### src/rtl/multi_bank_fifo_pkg.sv
// Shared constants, master naming and sizing helper for the banked dual-master FIFO.
package multi_bank_fifo_pkg;

  localparam int DEF_DATA_WIDTH = 8;
  localparam int DEF_DEPTH      = 32;
  localparam int DEF_BANK_NUM   = 4;

  typedef enum logic {
    M0 = 1'b0,
    M1 = 1'b1
  } master_e;

  // Bank-id port width; a single-bit id is kept even for degenerate bank counts.
  function automatic int bank_id_width(input int bank_num);
    return (bank_num > 1) ? $clog2(bank_num) : 1;
  endfunction

endpackage

### src/rtl/multi_bank_fifo_fifo_bank.sv
// One circular FIFO bank: registered full/empty, combinational head on dout.
module fifo_bank
  import multi_bank_fifo_pkg::*;
#(
  parameter int DATA_WIDTH = DEF_DATA_WIDTH,
  parameter int DEPTH      = DEF_DEPTH
) (
  input  logic                  clk,
  input  logic                  rst,
  input  logic                  push,
  input  logic [DATA_WIDTH-1:0] din,
  input  logic                  pop,
  output logic [DATA_WIDTH-1:0] dout,
  output logic                  full,
  output logic                  empty
);

  localparam int AW = $clog2(DEPTH);
  localparam int CW = AW + 1;

  logic [DATA_WIDTH-1:0] mem [DEPTH];
  logic [AW-1:0]         rd_ptr;
  logic [AW-1:0]         wr_ptr;
  logic [CW-1:0]         count;
  logic [CW-1:0]         count_nxt;

  always_comb begin
    count_nxt = count + CW'(push) - CW'(pop);
  end

  // Pointers wrap naturally because DEPTH is a power of two.
  always_ff @(posedge clk or posedge rst) begin
    if (rst) begin
      rd_ptr <= '0;
      wr_ptr <= '0;
      count  <= '0;
      full   <= 1'b0;
      empty  <= 1'b1;
    end else begin
      if (push) wr_ptr <= wr_ptr + AW'(1);
      if (pop)  rd_ptr <= rd_ptr + AW'(1);
      count <= count_nxt;
      full  <= (count_nxt == CW'(DEPTH));
      empty <= (count_nxt == '0);
    end
  end

  // Storage is intentionally not reset; only the pointers define validity.
  always_ff @(posedge clk) begin
    if (push) mem[wr_ptr] <= din;
  end

  assign dout = mem[rd_ptr];

endmodule

### src/rtl/multi_bank_fifo.sv
// Dual-master banked FIFO: per-bank round-robin arbitration, grant logic and read muxing.
module multi_bank_fifo
  import multi_bank_fifo_pkg::*;
#(
  parameter  int DATA_WIDTH = DEF_DATA_WIDTH,
  parameter  int DEPTH      = DEF_DEPTH,
  parameter  int BANK_NUM   = DEF_BANK_NUM,
  localparam int IDW        = bank_id_width(BANK_NUM)
) (
  input  logic                  clk,
  input  logic                  rst,
  input  logic                  wr_en_m0,
  input  logic [IDW-1:0]        wr_id_m0,
  input  logic [DATA_WIDTH-1:0] data_in_m0,
  output logic                  wr_ack_m0,
  input  logic                  wr_en_m1,
  input  logic [IDW-1:0]        wr_id_m1,
  input  logic [DATA_WIDTH-1:0] data_in_m1,
  output logic                  wr_ack_m1,
  input  logic                  rd_en_m0,
  input  logic [IDW-1:0]        rd_id_m0,
  output logic [DATA_WIDTH-1:0] data_out_m0,
  output logic                  valid_m0,
  input  logic                  rd_en_m1,
  input  logic [IDW-1:0]        rd_id_m1,
  output logic [DATA_WIDTH-1:0] data_out_m1,
  output logic                  valid_m1,
  output logic [BANK_NUM-1:0]   full,
  output logic [BANK_NUM-1:0]   empty
);

  // Handshake: wr_en/rd_en are levels. wr_ack high means the write is taken at
  // this edge; otherwise the master holds and retries. valid pulses for one
  // cycle per granted read, with data_out holding its value in between.

  logic [BANK_NUM-1:0]   wr_req0, wr_req1, rd_req0, rd_req1;
  logic [BANK_NUM-1:0]   wr_gnt0, wr_gnt1, rd_gnt0, rd_gnt1;
  logic [BANK_NUM-1:0]   push, pop;
  logic [DATA_WIDTH-1:0] din  [BANK_NUM];
  logic [DATA_WIDTH-1:0] dout [BANK_NUM];
  master_e               wr_prio [BANK_NUM];
  master_e               rd_prio [BANK_NUM];

  always_comb begin
    wr_req0 = '0; wr_req1 = '0; rd_req0 = '0; rd_req1 = '0;
    wr_gnt0 = '0; wr_gnt1 = '0; rd_gnt0 = '0; rd_gnt1 = '0;
    push    = '0; pop     = '0;
    for (int b = 0; b < BANK_NUM; b++) begin
      din[b]     = '0;
      wr_req0[b] = wr_en_m0 && (wr_id_m0 == IDW'(b));
      wr_req1[b] = wr_en_m1 && (wr_id_m1 == IDW'(b));
      rd_req0[b] = rd_en_m0 && (rd_id_m0 == IDW'(b));
      rd_req1[b] = rd_en_m1 && (rd_id_m1 == IDW'(b));
      rd_gnt0[b] = rd_req0[b] && !empty[b] && (!rd_req1[b] || rd_prio[b] == M0);
      rd_gnt1[b] = rd_req1[b] && !empty[b] && (!rd_req0[b] || rd_prio[b] == M1);
      pop[b]     = rd_gnt0[b] | rd_gnt1[b];
      // A full bank still accepts a write when it is popped in the same cycle.
      wr_gnt0[b] = wr_req0[b] && (!full[b] || pop[b]) && (!wr_req1[b] || wr_prio[b] == M0);
      wr_gnt1[b] = wr_req1[b] && (!full[b] || pop[b]) && (!wr_req0[b] || wr_prio[b] == M1);
      push[b]    = wr_gnt0[b] | wr_gnt1[b];
      din[b]     = wr_gnt1[b] ? data_in_m1 : data_in_m0;
    end
  end

  assign wr_ack_m0 = |wr_gnt0;
  assign wr_ack_m1 = |wr_gnt1;

  for (genvar g = 0; g < BANK_NUM; g++) begin : g_bank
    fifo_bank #(
      .DATA_WIDTH (DATA_WIDTH),
      .DEPTH      (DEPTH)
    ) u_bank (
      .clk   (clk),
      .rst   (rst),
      .push  (push[g]),
      .din   (din[g]),
      .pop   (pop[g]),
      .dout  (dout[g]),
      .full  (full[g]),
      .empty (empty[g])
    );
  end

  always_ff @(posedge clk or posedge rst) begin
    if (rst) begin
      valid_m0    <= 1'b0;
      valid_m1    <= 1'b0;
      data_out_m0 <= '0;
      data_out_m1 <= '0;
      for (int b = 0; b < BANK_NUM; b++) begin
        wr_prio[b] <= M0;
        rd_prio[b] <= M0;
      end
    end else begin
      valid_m0 <= |rd_gnt0;
      valid_m1 <= |rd_gnt1;
      if (|rd_gnt0) data_out_m0 <= dout[rd_id_m0];
      if (|rd_gnt1) data_out_m1 <= dout[rd_id_m1];
      // Priority only rotates when a contested request was actually served.
      for (int b = 0; b < BANK_NUM; b++) begin
        if (wr_req0[b] && wr_req1[b] && push[b])
          wr_prio[b] <= (wr_prio[b] == M0) ? M1 : M0;
        if (rd_req0[b] && rd_req1[b] && pop[b])
          rd_prio[b] <= (rd_prio[b] == M0) ? M1 : M0;
      end
    end
  end

endmodule
### config.mk
export PLATFORM = sky130hd
export DESIGN_NAME = multi_bank_fifo
export DESIGN_NICKNAME = d
export VERILOG_FILES = /design/src/rtl/multi_bank_fifo_pkg.sv /design/src/rtl/multi_bank_fifo_fifo_bank.sv /design/src/rtl/multi_bank_fifo.sv
export SDC_FILE = /design/constraint.sdc
export NUM_CORES = 1
export LEC_CHECK = 0
export BUFFER_PORTS_ARGS = -buffer_cell sky130_fd_sc_hd__buf_4
export CELL_PAD_IN_SITES_DETAIL_PLACEMENT = 0
export CELL_PAD_IN_SITES_GLOBAL_PLACEMENT = 1
export CORE_MARGIN = 3
export CORE_UTILIZATION = 55
export DETAILED_ROUTE_END_ITERATION = 8
export PLACE_DENSITY_LB_ADDON = 0.2
export RECOVER_POWER = 100
export SLEW_MARGIN = 15
export SYNTH_ARGS = -nofsm -noshare
export SYNTH_HDL_FRONTEND = slang
export SYNTH_SLANG_ARGS = --single-unit
### constraint.sdc
create_clock -name clk -period 3.7 [get_ports clk]
set_clock_uncertainty 0.05 [all_clocks]
set_input_delay 0 -clock clk [delete_from_list [all_inputs] [get_ports clk]]
set_output_delay 0 -clock clk [all_outputs]
set_load 0.03 [all_outputs]
==> flow_summary_export.csv, run 1 <==
group,metric,value,unit
cells_and_area,syn2layout_area_growth,11.7,%
power,p_leak,17.5,nW
cells_and_area,post_route_cells_drive_above_1_share,13.0,%
yosys,syn_avg_cell_area,17.1,um2
global_routing,grt_pass1_vias,25000,
floorplanning,die_h,295,um
yosys,synth.distinct_cells,66,
critical_path,crit_type,"flop to flop",
sta,rsz0062_at_grt,"false",
yosys,syn_nets,2770,
floorplanning,die_w,295,um
critical_path,start_kind,"flop",
sta,tightest_slew,2.94,ns
sta,slew_headroom,-96.1,%
critical_path,arrival,4.13,ns
sta,hold_slack,0.193,ns
clocking,clkLatencyLatePin,0.68,ns
sta,finalCriticalPeriod,3.57,ns
route,route.detailed.drc,0,
floorplanning,die_area,0.0870,mm2
placed_design,io_buffers,57,
global_routing,track_usage,24.5,%
power,irDropWorstVdd,0.000552,V
yosys,synth_top_cell_area_share,67.0,%
power,powerDensity,768,mW/mm2
floorplanning,start_util,55.7,%
power,power,0.0394,W
critical_path,worstPathMaxFanout,36,
sta,period_share,96.6,%
placed_design,gp_congestion,0.892,
critical_path,end_kind,"flop",
yosys,synth.top_cells.by_area,"edfxtp_1 67%, mux2i_1 7.9%, dfrtp_1 5.1%",
clocking,clk_pin_slew,0.06,ns
route,first_pass_iters,5,
run,drv_cap,2,
worst_hold_path,hold_class,"primary input to flop",
cells_and_area,layout_common_cells,"1024 x edfxtp_1, 362 x mux2i_1, 172 x nor2_1",
sta,drv_slew,77,
clocking,cts_root_buffer,"clkbuf_16",
route,wl_per_cell,26.7,um
placed_design,dp_hpwl,68100,um
status,status,"complete, but fails checks",
route,vias,24800,
yosys,synthesis.area,0.0459,mm2
route,wl,106000,um
clocking,htree_levels,3,
sta,fin_setup_tns,0,ns
yosys,ys.flop_type,"edfxtp_1",
yosys,yosys.area.top_type,"edfxtp_1",
yosys,seq_area_frac_synth,72.3,%
global_routing,grt_pass1_wl,159000,um
cells_and_area,final_common_cell,"edfxtp_1",
status,violations,"max-capacitance violations, max-slew violations",
yosys,synth_edf_count,1024,
clocking,clock-sinks,1122,
route,viasPerCell,6.24,
sta,fmax,280,MHz
critical_path,cp.required,4.25,ns
cells_and_area,num_antenna_cells,0,
global_routing,grt_max_degree,67,
global_routing,overflow,0,
cells_and_area,final_nets,2882,
yosys,yosysWarnings,0,
route,drt_iter0_drc,2321,
floorplanning,ios,58,
clocking,numCtsBuffers,111,
yosys,synth_cells,2692,
global_routing,antenna_found_initial,2,
floorplanning,rows,105,
yosys,async_flop_share,8.73,%
clocking,cts.path.max_buffers,3,
sta,hold_viol_final,0,
clocking,cts_tree,"built",
yosys,postSynthRegisterBits,1122,
floorplanning,core,0.0824,mm2
sta,finalSetupViolations,0,
route,ant_nets,0,
final timing paths:
kind | startpoint | to | slack (ns) | cells after the start
hold reg to reg | rd_prio[3]$_DFFE_PP0P_ | rd_prio[3]$_DFFE_PP0P_ | 0.46 | 1
setup / recovery | g_bank[3].u_bank.rd_ptr[1]$_DFFE_PP0P_ | data_out_m1[0]$_DFFE_PP0P_ | 0.13 | 10
min in group asynchronous | rst | g_bank[2].u_bank.count[3]$_DFF_PP0_ | 0.89 | 3
setup reg to reg | g_bank[3].u_bank.rd_ptr[1]$_DFFE_PP0P_ | data_out_m1[0]$_DFFE_PP0P_ | 0.13 | 10
hold / removal | data_in_m0[0] | g_bank[1].u_bank.mem[18][0]$_DFFE_PP_ | 0.19 | 2
max in group asynchronous | rst | g_bank[1].u_bank.rd_ptr[0]$_DFFE_PP0P_ | 0.61 | 3
final cells by class:
type                    instances  area (um2)
flip-flops and latches       1122       33200
fillers                      5841       31100
multi-input cells            1367       11600
clock buffers                 145        3030
well taps                    1070        1340
repair buffers                147        1140
clock inverters                61         707
inverters                      55         206
critical path, stage by stage (launching register included):
cell,delay [ns]
dfrtp_4,0.72
buf_12,0.31
buf_12,0.19
mux2i_1,0.08
a22oi_1,0.27
a21oi_1,0.18
nor4_1,0.56
buf_4,0.26
a22oi_1,0.08
a31oi_1,0.19
dlygate4sd3_1,0.58
logic make-up after synthesis:
family / after synthesis / synth area share (%)
XOR/XNOR: 57 / 1.09
AND/OR/NAND/NOR: 375 / 4.03
AO/OA/AOI/OAI: 414 / 6.39
buffers and inverters: 203 / 2.26
flip-flops: 1122 / 72.3
multiplexers: 473 / 12.5
adder cells (fa/ha/maj): 48 / 1.37
per-layer routing:
metal / up-vias / global-route usage, % / wire length [um]
met5: - / 0 / 0
met2: 881 / 37.8 / 49100
met4: 0 / 6.44 / 2300
li1: 10900 / - / -
met1: 12900 / 36.4 / 46800
met3: 136 / 4.60 / 7760
registers in the layout, indices dropped and copies added (netlist names):
| signal | cells |
|---|---|
| rd_prio | 4 |
| valid_m0 | 1 |
| g_bank.u_bank.count | 24 |
| g_bank.u_bank.mem | 1024 |
| g_bank.u_bank.empty | 4 |
| g_bank.u_bank.full | 4 |
| data_out_m1 | 8 |
| wr_prio | 4 |
| valid_m1 | 1 |
| g_bank.u_bank.rd_ptr | 20 |
| g_bank.u_bank.wr_ptr | 20 |
| data_out_m0 | 8 |
power by group:
group,internal [W],total (W),switching [W]
Combinational,0.00474,0.0119,0.00711
Clock,0.00674,0.0114,0.00468
Sequential,0.0149,0.0161,0.00125
Total,0.0263,0.0394,0.0130
through the flow:
stage	utilization, %	setup WS, ns	instance area, um2	cells
finish	62.3	0.127	51300	3967
global route	62.3	0.00614	51300	3967
CTS	62.4	0.0915	51400	3965
detailed placement	57.6	0.339	47400	3732
global placement	57.6	0.363	47400	3732
floorplan	-	0.901	45900	2692
timing repair:
| action | CTS | global route |
|---|---|---|
| buffers inserted | 0 | 2 |
| setup endpoints to repair | 0 | 1 |
| hold endpoints to repair | 97 | 0 |
| hold buffers | 27 | 0 |
| resized for setup | 0 | 0 |
synthesized netlist by cell type, types with 11 or more instances:
| cell type | count |
|---|---|
| nor2b_1 | 19 |
| mux2i_1 | 362 |
| mux2_2 | 35 |
| a2bb2oi_1 | 12 |
| nor2_1 | 174 |
| a221oi_1 | 15 |
| o221ai_1 | 23 |
| a21oi_1 | 104 |
| clkbuf_1 | 56 |
| ha_1 | 44 |
| nand4_1 | 11 |
| o21ai_0 | 21 |
| buf_2 | 40 |
| a22oi_1 | 153 |
| dfrtp_1 | 94 |
| inv_1 | 55 |
| buf_4 | 28 |
| nand2_1 | 48 |
| nand3b_1 | 22 |
| nand3_1 | 19 |
| nor4_1 | 19 |
| a22o_1 | 14 |
| edfxtp_1 | 1024 |
| xnor2_1 | 47 |
| mux4_2 | 70 |
| a31oi_1 | 17 |
Power figures use the tool's default switching activity.
==> run 2, diff against run 1 <==
CELL_PAD_IN_SITES_GLOBAL_PLACEMENT = 2   (was 1)
CORE_UTILIZATION = 48   (was 55)
==> run 2 against run 1 <==
  * Clock-buffer cell count shrank 19
  * Die area grew 14%
  * The run still ends with max-capacitance violations, max-slew violations left
  * Largest power group unchanged
  * Register-to-register slack gained 0.12 ns
==> flow_summary_export.csv, run 2 (synthesis gave the netlist of run 1 again) <==
group,metric,value,unit
route,viasPerCell,5.85,
clocking,clock-sinks,1122,
floorplanning,die_h,315,um
cells_and_area,regMostFlops,"g_bank.u_bank.mem",
clocking,htree_levels,3,
sta,rsz0062_at_grt,"false",
cells_and_area,syn2layout_area_growth,11.9,%
floorplanning,die_area,0.0994,mm2
clocking,cts_root_buffer,"clkbuf_16",
clocking,cts_tree,"built",
clocking,cts.repair.resized,0,
route,first_pass_iters,5,
critical_path,end_kind,"flop",
sta,period_share,94.3,%
cells_and_area,largest_reg_flops,1024,
route,route.detailed.drc,0,
route,drt_iter0_drc,2192,
critical_path,arrival,4.00,ns
cells_and_area,reg_top3,"g_bank.u_bank.mem x1024, g_bank.u_bank.count x24",
route,ant_nets,0,
route,wl_per_cell,26.1,um
placed_design,place_ws,0.389,ns
cells_and_area,final_common_cell,"edfxtp_1",
critical_path,worstRegToRegCells,8,
global_routing,grt_pass1_wl,162000,um
clocking,cts.path.max_buffers,3,
floorplanning,die_w,315,um
critical_path,worstPathMaxFanout,17,
clocking,hold_buffers,27,
critical_path,crit_buf_inv,5,
sta,tightest_slew,2.38,ns
placed_design,io_buffers,57,
floorplanning,rows,112,
floorplanning,ios,58,
global_routing,antenna_found_initial,7,
critical_path,path_cells,"dlygate4sd3_1, clkbuf_1, nor2b_1, dlygate4sd3_1, clkbuf_1, a311oi_1, or4_1, nor2_1, a31oi_1, dlygate4sd3_1",
worst_hold_path,hold_class,"primary input to flop",
cells_and_area,finalInstanceArea,0.0514,mm2
placed_design,place_area,0.0477,mm2
sta,slew_headroom,-59.5,%
route,wl_met2,50900,um
power,power,0.0391,W
status,status,"complete, but fails checks",
critical_path,critical_path.max_stage_delay,0.86,ns
status,violations,"max-capacitance violations, max-slew violations",
critical_path,crit_type,"primary input to flop",
placed_design,dp_hpwl,71800,um
critical_path,crit_top_cell,"dlygate4sd3_1",
global_routing,track_usage,22.1,%
cells_and_area,layout_common_cells,"1024 x edfxtp_1, 362 x mux2i_1, 172 x nor2_1",
worst_hold_path,whs_path_depth,2,
global_routing,grt_max_degree,71,
sta,setup_slack,0.212,ns
critical_path,cp_num_cells,10,
global_routing,grt_pass1_vias,24500,
critical_path,cpMaxStageDelayCell,"or4_1",
route,routed-wl-met3,6510,um
clocking,clkLatencyLatePin,0.69,ns
run,drv_cap,1,
floorplanning,start_util,48.8,%
clocking,postCtsSetupBuffers,0,
clocking,numCtsBuffers,112,
sta,finalCriticalPeriod,3.49,ns
sta,drv_slew,47,
power,p_leak,17.4,nW
route,wl,109000,um
critical_path,crit_family,"buffers and inverters",
sta,fin_setup_tns,0,ns
power,irDropWorstVdd,0.000640,V
route,vias,24400,
sta,finalSetupViolations,0,
critical_path,start_kind,"primary input",
clocking,clk_pin_slew,0.06,ns
cells_and_area,final_nets,2894,
sta,hold_viol_final,0,
critical_path,cp.required,4.21,ns
placed_design,gp_congestion,0.835,
route,wl_met1,49100,um
sta,fmax,287,MHz
cells_and_area,post_route_cells_drive_above_1_share,12.8,%
global_routing,overflow,0,
cells_and_area,fin_util,54.6,%
power,powerDensity,760,mW/mm2
route,dr.max_layer_used,"met5",
floorplanning,core,0.0940,mm2
==> run 2: worst paths after layout <==
kind	start	endpoint	slack (ns)
min in group asynchronous	rst	g_bank[0].u_bank.count[0]$_DFF_PP0_	1.02
min reg2reg	rd_prio[2]$_DFFE_PP0P_	rd_prio[2]$_DFFE_PP0P_	0.45
max	rd_id_m1[1]	data_out_m0[0]$_DFFE_PP0P_	0.21
min	data_in_m0[7]	g_bank[2].u_bank.mem[23][7]$_DFFE_PP_	0.13
max reg2reg	g_bank[1].u_bank.rd_ptr[0]$_DFFE_PP0P_	data_out_m0[0]$_DFFE_PP0P_	0.25
max in group asynchronous	rst	g_bank[2].u_bank.rd_ptr[1]$_DFFE_PP0P_	0.72
==> run 2: worst register-to-register path: stages, from the launching register on <==
cell,delay [ns]
dfrtp_4,0.81
buf_12,0.38
mux4_2,0.56
a22o_1,0.24
a211oi_1,0.26
a221oi_2,0.11
a22oi_1,0.20
a31oi_1,0.11
dlygate4sd3_1,0.61
==> run 2: metal layers <==
layer / up-vias / track usage (%)
met3: 145 / 4.29
met1: 12600 / 32.3
met4: 6 / 5.14
li1: 10900 / -
met2: 680 / 34.6
met5: - / 0
==> run 2: per-stage QoR <==
stage          std cells  hold WS (ns)
6_report            4167         0.127
2_1_floorplan       2692         0.176
4_1_cts             4165       0.00892
5_1_grt             4165         0.127
3_5_place_dp        3929        0.0924
3_3_place_gp        3929        0.0925
==> run 2: where the power goes <==
part	switching (W)	internal, W	leakage [nW]
clock	0.00471	0.00641	1.77
sequential	0.00114	0.0149	10.4
combinational	0.00718	0.00477	5.27
total	0.0130	0.0260	17.4
==> run 2: area by class of cell <==
class | count | area, um2
diodes | 2 | 5.00
flip-flops and latches | 1122 | 33200
multi-input cells | 1367 | 11600
inverters | 55 | 208
well taps | 1254 | 1570
repair buffers | 158 | 1170
clock inverters | 83 | 722
clock buffers | 126 | 2880
fillers | 7250 | 42600
